## src/rtl/alu_pkg.sv

```systemverilog
// Shared types for the ALU issue/writeback stage: operation types, the
// instruction field layout and the stage FSM states.
package alu_pkg;

  localparam int INSTR_W = 16;
  localparam int REG_AW  = 3;

  typedef enum logic [1:0] {
    OT_MOVE  = 2'b00,
    OT_ARITH = 2'b01,
    OT_LOGIC = 2'b10,
    OT_NOP   = 2'b11
  } ot_e;

  // Field order fixes the bit positions: [15:14] ot, [13:10] opcode,
  // [9:7] rd, [6:4] rs, [3:0] b2opcode.
  typedef struct packed {
    ot_e               ot;
    logic [3:0]        opcode;
    logic [REG_AW-1:0] rd;
    logic [REG_AW-1:0] rs;
    logic [3:0]        b2opcode;
  } instr_t;

  typedef enum logic [1:0] {
    ST_IDLE,
    ST_DECODE,
    ST_EXEC,
    ST_WB
  } state_e;

endpackage

```

## src/rtl/alu_issue_wb_if.sv

```systemverilog
// Instruction handshake plus the operand/control/result bus between the
// issue stage and the ALU.
interface alu_issue_wb_if
  import alu_pkg::*;
#(
  parameter int DW = 16
);
  logic                instr_valid;
  logic [INSTR_W-1:0]  instr;
  logic                instr_ready;

  logic [DW-1:0]       op1;
  logic [DW-1:0]       op2;
  logic [REG_AW-1:0]   op1_regaddr;
  logic [15:0]         op2_regaddr;
  logic [3:0]          ALU_opcode;
  logic [3:0]          ALU_b2opcode;
  logic [1:0]          ALU_OT;

  logic [DW-1:0]       alu_result;
  logic [REG_AW-1:0]   alu_addr;
  logic                za;
  logic                zb;
  logic                eq;
  logic                gt;
  logic                lt;

  // Environment side: supplies instructions and the ALU's answers.
  modport master (
    output instr_valid, instr, alu_result, alu_addr, za, zb, eq, gt, lt,
    input  instr_ready, op1, op2, op1_regaddr, op2_regaddr,
           ALU_opcode, ALU_b2opcode, ALU_OT
  );

  // Stage side: consumes instructions and drives the ALU.
  modport slave (
    input  instr_valid, instr, alu_result, alu_addr, za, zb, eq, gt, lt,
    output instr_ready, op1, op2, op1_regaddr, op2_regaddr,
           ALU_opcode, ALU_b2opcode, ALU_OT
  );
endinterface

```

## src/rtl/alu_regfile.sv

```systemverilog
// NREG x DW register file: two operand read ports, one debug read port and a
// single synchronous write port; cleared by reset.
module alu_regfile
  import alu_pkg::*;
#(
  parameter int NREG = 8,
  parameter int DW   = 16
) (
  input  logic              clk,
  input  logic              rst,
  input  logic              we,
  input  logic [REG_AW-1:0] waddr,
  input  logic [DW-1:0]     wdata,
  input  logic [REG_AW-1:0] raddr_a,
  output logic [DW-1:0]     rdata_a,
  input  logic [REG_AW-1:0] raddr_b,
  output logic [DW-1:0]     rdata_b,
  input  logic [REG_AW-1:0] dbg_addr,
  output logic [DW-1:0]     dbg_data
);

  logic [DW-1:0] mem [NREG];

  // NOTE: the array must read back as zero after reset, so it is built from
  // resettable flops rather than an inferred RAM macro.
  always_ff @(posedge clk or posedge rst) begin
    if (rst) begin
      for (int i = 0; i < NREG; i++) mem[i] <= '0;
    end else if (we) begin
      mem[waddr] <= wdata;
    end
  end

  assign rdata_a  = mem[raddr_a];
  assign rdata_b  = mem[raddr_b];
  assign dbg_data = mem[dbg_addr];

endmodule

```

## src/rtl/alu_issue_wb.sv

```systemverilog
// Decode/issue + writeback stage around the ALU: one instruction in flight,
// operands held for EXEC_CYCLES, result written back to R[alu_addr].
module alu_issue_wb
  import alu_pkg::*;
#(
  parameter int NREG        = 8,
  parameter int DW          = 16,
  parameter int EXEC_CYCLES = 1
) (
  input  logic              clk,
  input  logic              rst,
  alu_issue_wb_if.slave     bus,
  output logic [4:0]        flags,
  output logic              wb_valid,
  output logic              busy,
  input  logic [REG_AW-1:0] dbg_addr,
  output logic [DW-1:0]     dbg_data
);

  localparam int            CW        = (EXEC_CYCLES > 1) ? $clog2(EXEC_CYCLES) : 1;
  localparam logic [CW-1:0] EXEC_LOAD = CW'(EXEC_CYCLES - 1);

  state_e            state_q, state_d;
  instr_t            instr_q;
  logic [CW-1:0]     exec_cnt;
  logic              accept, issue, wb_now, reg_we;
  logic [DW-1:0]     rd_data, rs_data;
  logic [DW-1:0]     op1_q, op2_q;
  logic [REG_AW-1:0] rd_q, rs_q;
  logic [3:0]        opc_q, b2_q;
  ot_e               ot_q;

  // NOTE: every flop uses <= so all processes see the pre-edge values and
  // the result does not depend on process evaluation order.
  always_ff @(posedge clk or posedge rst) begin
    if (rst) state_q <= ST_IDLE;
    else     state_q <= state_d;
  end

  // NOTE: defaults come first so no path through the case leaves a signal
  // unassigned, which would otherwise infer a latch.
  always_comb begin
    state_d = state_q;
    accept  = 1'b0;
    issue   = 1'b0;
    wb_now  = 1'b0;
    unique case (state_q)
      ST_IDLE: begin
        if (bus.instr_valid) begin
          accept  = 1'b1;
          state_d = ST_DECODE;
        end
      end
      ST_DECODE: begin
        issue   = 1'b1;
        state_d = ST_EXEC;
      end
      ST_EXEC: begin
        if (exec_cnt == '0) state_d = ST_WB;
      end
      ST_WB: begin
        wb_now  = 1'b1;
        state_d = ST_IDLE;
      end
      default: state_d = ST_IDLE;
    endcase
  end

  // ALU drive registers only change in DECODE, so they stay put through EXEC
  // and WB; OT falls back to the idle/zero path once writeback is done.
  always_ff @(posedge clk or posedge rst) begin
    if (rst) begin
      instr_q  <= '0;
      exec_cnt <= '0;
      op1_q    <= '0;
      op2_q    <= '0;
      rd_q     <= '0;
      rs_q     <= '0;
      opc_q    <= '0;
      b2_q     <= '0;
      ot_q     <= OT_NOP;
      flags    <= '0;
    end else begin
      if (accept) instr_q <= instr_t'(bus.instr);

      if (issue) begin
        op1_q    <= rd_data;
        op2_q    <= rs_data;
        rd_q     <= instr_q.rd;
        rs_q     <= instr_q.rs;
        opc_q    <= instr_q.opcode;
        b2_q     <= instr_q.b2opcode;
        ot_q     <= instr_q.ot;
        exec_cnt <= EXEC_LOAD;
      end else if (state_q == ST_EXEC && exec_cnt != '0) begin
        exec_cnt <= exec_cnt - CW'(1);
      end

      if (wb_now) begin
        if (ot_q == OT_LOGIC) flags <= {bus.za, bus.zb, bus.eq, bus.gt, bus.lt};
        ot_q <= OT_NOP;
      end
    end
  end

  assign reg_we   = wb_now && (ot_q != OT_NOP);
  assign wb_valid = reg_we;
  assign busy     = (state_q != ST_IDLE);

  assign bus.instr_ready  = (state_q == ST_IDLE) && !rst;
  assign bus.op1          = op1_q;
  assign bus.op2          = op2_q;
  assign bus.op1_regaddr  = rd_q;
  assign bus.op2_regaddr  = {{(16 - REG_AW){1'b0}}, rs_q};
  assign bus.ALU_opcode   = opc_q;
  assign bus.ALU_b2opcode = b2_q;
  assign bus.ALU_OT       = ot_q;

  // The write target comes from the ALU, not rd: moves may redirect it.
  alu_regfile #(
    .NREG (NREG),
    .DW   (DW)
  ) u_regfile (
    .clk      (clk),
    .rst      (rst),
    .we       (reg_we),
    .waddr    (bus.alu_addr),
    .wdata    (bus.alu_result),
    .raddr_a  (instr_q.rd),
    .rdata_a  (rd_data),
    .raddr_b  (instr_q.rs),
    .rdata_b  (rs_data),
    .dbg_addr (dbg_addr),
    .dbg_data (dbg_data)
  );

endmodule

```

## src/flat_wrapper.sv

```systemverilog
// flat-port wrapper written by rule: the top's interface ports become plain ports
module alu_issue_wb_flat import alu_pkg::*;
#(
  parameter int NREG        = 8,
  parameter int DW          = 16,
  parameter int EXEC_CYCLES = 1
)
  (clk, rst, flags, wb_valid, busy, dbg_addr, dbg_data, bus_instr_valid, bus_instr, bus_alu_result, bus_alu_addr, bus_za, bus_zb, bus_eq, bus_gt, bus_lt, bus_instr_ready, bus_op1, bus_op2, bus_op1_regaddr, bus_op2_regaddr, bus_ALU_opcode, bus_ALU_b2opcode, bus_ALU_OT);
  alu_issue_wb_if #(.DW(DW)) bus_i ();
  input  logic clk;
  input  logic rst;
  output logic [4:0] flags;
  output logic wb_valid;
  output logic busy;
  input  logic [REG_AW-1:0] dbg_addr;
  output logic [DW-1:0] dbg_data;
  input wire logic [$bits(bus_i.instr_valid)-1:0] bus_instr_valid;
  input wire logic [$bits(bus_i.instr)-1:0] bus_instr;
  input wire logic [$bits(bus_i.alu_result)-1:0] bus_alu_result;
  input wire logic [$bits(bus_i.alu_addr)-1:0] bus_alu_addr;
  input wire logic [$bits(bus_i.za)-1:0] bus_za;
  input wire logic [$bits(bus_i.zb)-1:0] bus_zb;
  input wire logic [$bits(bus_i.eq)-1:0] bus_eq;
  input wire logic [$bits(bus_i.gt)-1:0] bus_gt;
  input wire logic [$bits(bus_i.lt)-1:0] bus_lt;
  output wire logic [$bits(bus_i.instr_ready)-1:0] bus_instr_ready;
  output wire logic [$bits(bus_i.op1)-1:0] bus_op1;
  output wire logic [$bits(bus_i.op2)-1:0] bus_op2;
  output wire logic [$bits(bus_i.op1_regaddr)-1:0] bus_op1_regaddr;
  output wire logic [$bits(bus_i.op2_regaddr)-1:0] bus_op2_regaddr;
  output wire logic [$bits(bus_i.ALU_opcode)-1:0] bus_ALU_opcode;
  output wire logic [$bits(bus_i.ALU_b2opcode)-1:0] bus_ALU_b2opcode;
  output wire logic [$bits(bus_i.ALU_OT)-1:0] bus_ALU_OT;
  assign bus_i.instr_valid = bus_instr_valid;
  assign bus_i.instr = bus_instr;
  assign bus_i.alu_result = bus_alu_result;
  assign bus_i.alu_addr = bus_alu_addr;
  assign bus_i.za = bus_za;
  assign bus_i.zb = bus_zb;
  assign bus_i.eq = bus_eq;
  assign bus_i.gt = bus_gt;
  assign bus_i.lt = bus_lt;
  assign bus_instr_ready = bus_i.instr_ready;
  assign bus_op1 = bus_i.op1;
  assign bus_op2 = bus_i.op2;
  assign bus_op1_regaddr = bus_i.op1_regaddr;
  assign bus_op2_regaddr = bus_i.op2_regaddr;
  assign bus_ALU_opcode = bus_i.ALU_opcode;
  assign bus_ALU_b2opcode = bus_i.ALU_b2opcode;
  assign bus_ALU_OT = bus_i.ALU_OT;
  alu_issue_wb #(.NREG(NREG), .DW(DW), .EXEC_CYCLES(EXEC_CYCLES)) u_core (.clk(clk), .rst(rst), .bus(bus_i), .flags(flags), .wb_valid(wb_valid), .busy(busy), .dbg_addr(dbg_addr), .dbg_data(dbg_data));
endmodule
```

## config.mk

```make
export PLATFORM = sky130hd
export DESIGN_NAME = alu_issue_wb_flat
export DESIGN_NICKNAME = d
export VERILOG_FILES = /design/src/rtl/alu_pkg.sv /design/src/rtl/alu_issue_wb_if.sv /design/src/rtl/alu_regfile.sv /design/src/rtl/alu_issue_wb.sv /design/src/flat_wrapper.sv
export SDC_FILE = /design/constraint.sdc
export NUM_CORES = 1
export LEC_CHECK = 0
export CAP_MARGIN = 20
export CORE_MARGIN = 2
export CORE_UTILIZATION = 50
export CTS_CLUSTER_DIAMETER = 120
export DETAILED_ROUTE_END_ITERATION = 8
export PLACE_DENSITY = 0.73
export SYNTH_ARGS = -nofsm -noshare
export SYNTH_HDL_FRONTEND = slang
export SYNTH_SLANG_ARGS = --single-unit
```

## constraint.sdc

```tcl
create_clock -name clk -period 10.6 [get_ports clk]
set_input_delay 1.59 -clock clk [delete_from_list [all_inputs] [get_ports clk]]
set_output_delay 1.59 -clock clk [all_outputs]
set_load 0.005 [all_outputs]
```

==> flow_summary.rst <==
.. list-table::
   :header-rows: 1

   * - Metric
     - Value
   * - Fraction of registers with async set or reset after synthesis
     - 100%
   * - Power density over cell area
     - 305 nW/µm²
   * - Largest voltage drop on the vdd net
     - 0.194 mV
   * - Util after Layout
     - 60.5%
   * - Total vias in the final route
     - 6758
   * - Setup TNS
     - 0 ps
   * - Most used cell along the critical path
     - clkdlybuf4s50_1
   * - Leading cell type in the layout, fill and taps excluded
     - dfrtp_1
   * - Synth warnings
     - 0
   * - Boundary pin count
     - 131
   * - Mean area per synthesized cell
     - 15.4 µm²
   * - Core Box Area
     - 20400 µm²
   * - Sinks on Clock Net
     - 200
   * - Share of the synthesized area in compound gates (AO/OA/AOI/OAI)
     - 5.84%
   * - Ratio of final minimum period to clock period
     - 51.6%
   * - Critical Path AT
     - 3880 ps
   * - Post-synthesis simple-gate area fraction
     - 1.78%
   * - Port Buf Inserts
     - 117
   * - Vertical extent of the die
     - 149 µm
   * - Setup repair after global routing missed its margin
     - false
   * - Instance count of the mapped netlist
     - 680
   * - Clock tree from TritonCTS
     - done
   * - Std cell rows
     - 52
   * - Layout overhead on the synthesized area
     - 17.6%
   * - Maximum number of pins on one net before global-route repair
     - 117
   * - Initial antenna violation count
     - 1
   * - Critical path's slowest cell
     - mux4_2
   * - Final critical delay including setup and external delays
     - 5470 ps
   * - Required @ worst endpoint
     - 9010 ps
   * - Layout filler cell count
     - 1546
   * - Via count of the first global-routing pass
     - 7220
   * - Clock-pin slew of the registers on the worst-case setup and hold paths
     - 60 ps
   * - Total routing usage reported by global routing
     - 24.6%
   * - Post_cts resized
     - 0
   * - Buffers inserted by post-CTS timing repair
     - 0
   * - Crit end category
     - output port
   * - Area enclosed by the die boundary
     - 22100 µm²
   * - Share of synthesized area occupied by flip-flops and latches
     - 47.8%
   * - Post-synthesis share of cell area spent on full adders, half adders and majority gates
     - 0.598%
   * - Die Wd
     - 149 µm
   * - Clock latency at the later pin of the worst-skew pair
     - 440 ps
   * - Grt ovf
     - 0
   * - Reg-to-Reg Start
     - u_core.state_q[1]$_DFFE_PP0P_
   * - Num CTS Buffers
     - 17
   * - Run status
     - complete, no violations
   * - Slowest Stage Delay on Critical Path
     - 570 ps
   * - Largest family of logic cells by synthesized area
     - multiplexers
   * - Area of the mapped netlist
     - 10500 µm²
   * - Reported leakage power
     - 5.30 nW
   * - Remaining max-slew budget at the tightest pin
     - 17.2%
   * - Post-detail-place hpwl
     - 15800 µm
   * - Via count normalized by instance count
     - 6.36
   * - Finish-stage setup viols
     - 0
   * - Global placer's final weighted congestion
     - 0.767
   * - Xor and xnor area share after synthesis
     - 0%
   * - Startpoint Class
     - input port
   * - # Max-Cap Violations
     - 0
   * - Depth of the CTS H-tree
     - 4
   * - DRC violations left
     - 0
   * - Final routed wire length divided by cell count
     - 24.8 µm
   * - Count of state elements after synthesis
     - 200
   * - Violation count after the first detailed-route iteration
     - 502
   * - Launching element of the worst setup path
     - dbg_addr[1]
   * - Setup slack, reg-to-reg
     - 7990 ps
   * - CP Max Fanout
     - 32
   * - Highest-count cells in the layout ignoring fill and taps
     - dfrtp_1, mux2_2, clkdlybuf4s50_1, mux4_2, mux2i_1
   * - Pins Over Slew Limit
     - 0
   * - Classification of the worst-slack hold path
     - reg -> reg
   * - Root buffer cell
     - clkbuf_16
   * - Count of flip-flops with a built-in enable after synthesis
     - 0
   * - Cell variety after synth
     - 39
   * - Longest Clk Path Bufs
     - 2
   * - First-pass detailed-route iteration total
     - 5
   * - Most instantiated flip-flop cell in the synthesis netlist
     - dfrtp_1
   * - First-pass GRT wire length
     - 40800 µm
   * - Mux share of post-synthesis cell area
     - 39.5%
   * - Worst Skew
     - 13.7 ps
   * - Share of layout cells above drive strength 1
     - 38.8%
   * - Total routed wirelength
     - 26400 µm
   * - Number of endpoints with negative hold slack in the final report
     - 0
   * - Quantity of hold-fixing buffers added after cts
     - 0
   * - Cells along the critical path
     - clkdlybuf4s50_1 -> buf_4 -> mux4_2 -> mux2_2 -> clkdlybuf4s50_1
   * - Starting density of the core
     - 51.4%
   * - Achievable Freq
     - 183 MHz
   * - Actual transition at the worst max-transition pin
     - 1240 ps
   * - Fin nets
     - 831
   * - Kind of critical path
     - in -> out
   * - ANT nets after route
     - 0
   * - HP Start
     - u_core.instr_q[15]$_DFFE_PP0P_
per-layer routing:
layer	GRT usage, %	wire length [µm]
met1	32.2	10700
met2	39.8	12600
met3	6.20	2160
met4	9.86	830
met5	0	0
final cells by class:
type	instances	area, µm²	area share [%]
antenna	1	2.50	0.0203
timing repair buffer	130	1300	10.5
clock buffer	18	439	3.57
inverter	6	30.0	0.244
clock inverter	13	146	1.19
tap	270	338	2.74
multi-input combinational	425	5050	41.0
sequential	200	5010	40.7
state kept, by name, indices dropped and copies added (netlist names):
| name | count |
|---|---|
| u_core.u_regfile.mem | 128 |
| u_core.bus.op1 | 16 |
| u_core.bus.op2 | 16 |
| u_core.instr_q | 16 |
| u_core.flags | 5 |
| u_core.bus.ALU_b2opcode | 4 |
| u_core.bus.ALU_opcode | 4 |
| u_core.bus.op1_regaddr | 3 |
| u_core.rs_q | 3 |
| u_core.bus.ALU_OT | 2 |
| u_core.state_q | 2 |
| u_core.exec_cnt | 1 |
final timing paths:
kind	endpoint	cells after the start
worst max register to register	u_core.bus.op1[10]$_DFFE_PP0N_	6
min in group asynchronous	u_core.bus.op1_regaddr[2]$_DFFE_PP0N_	2
worst max-delay path	dbg_data[14]	5
max in group asynchronous	u_core.u_regfile.mem[92]$_DFFE_PP0P_	4
worst min register to register	u_core.bus.ALU_OT[1]$_DFFE_PP1P_	1
worst min-delay path	u_core.bus.ALU_OT[1]$_DFFE_PP1P_	1
worst max-delay path, delay by kind of cell:
kind	cells	cell delay (ps)
mux	2	850
buf+inv	3	1430
stage by stage:
step                hold slack [ps]  area [µm²]  total power (W)  worst slack (ps)  instances
floorplan                       444       10500          0.00255              3560        692
global placement                468       11700          0.00301              5170       1028
detailed placement              478       11700          0.00311              5160       1029
CTS                             496       12300          0.00376              5150       1060
global route                    515       12300          0.00396              5110       1062
finish                          491       12300          0.00376              5130       1063
report_power, final:
group	leakage, nW	internal, W	switching (W)
logic	2.50	0.00101	0.000615
registers	2.53	0.00113	0.000355
clock network	0.271	0.000355	0.000292
total	5.30	0.00250	0.00126
synth_stat cells, types with 2 or more instances:
master,n,area (µm²)
a211o_1,3,26.3
a221o_1,31,310
and3b_1,2,17.5
buf_12,2,40.0
buf_2,16,80.1
buf_4,24,180
buf_6,9,101
clkbuf_1,9,33.8
dfrtp_1,198,4950
dfstp_2,2,52.6
ha_1,5,62.6
inv_1,5,18.8
mux2_2,169,1900
mux2_4,10,150
mux2i_1,64,641
mux4_2,64,1440
nand2_1,3,11.3
nand2_2,6,37.5
nand3_1,2,10.0
nand3b_1,3,22.5
nor2_1,4,15.0
nor2b_1,2,12.5
o22ai_1,31,194
cells by family after synthesis:
| logic type | count (synthesis) |
|---|---|
| other | 1 |
| flip-flops | 200 |
| AND/OR/NAND/NOR | 27 |
| adder cells (fa/ha/maj) | 5 |
| AO/OA/AOI/OAI | 73 |
| buffers and inverters | 67 |
| multiplexers | 307 |
No activity file was read; power rests on OpenSTA's default activity.
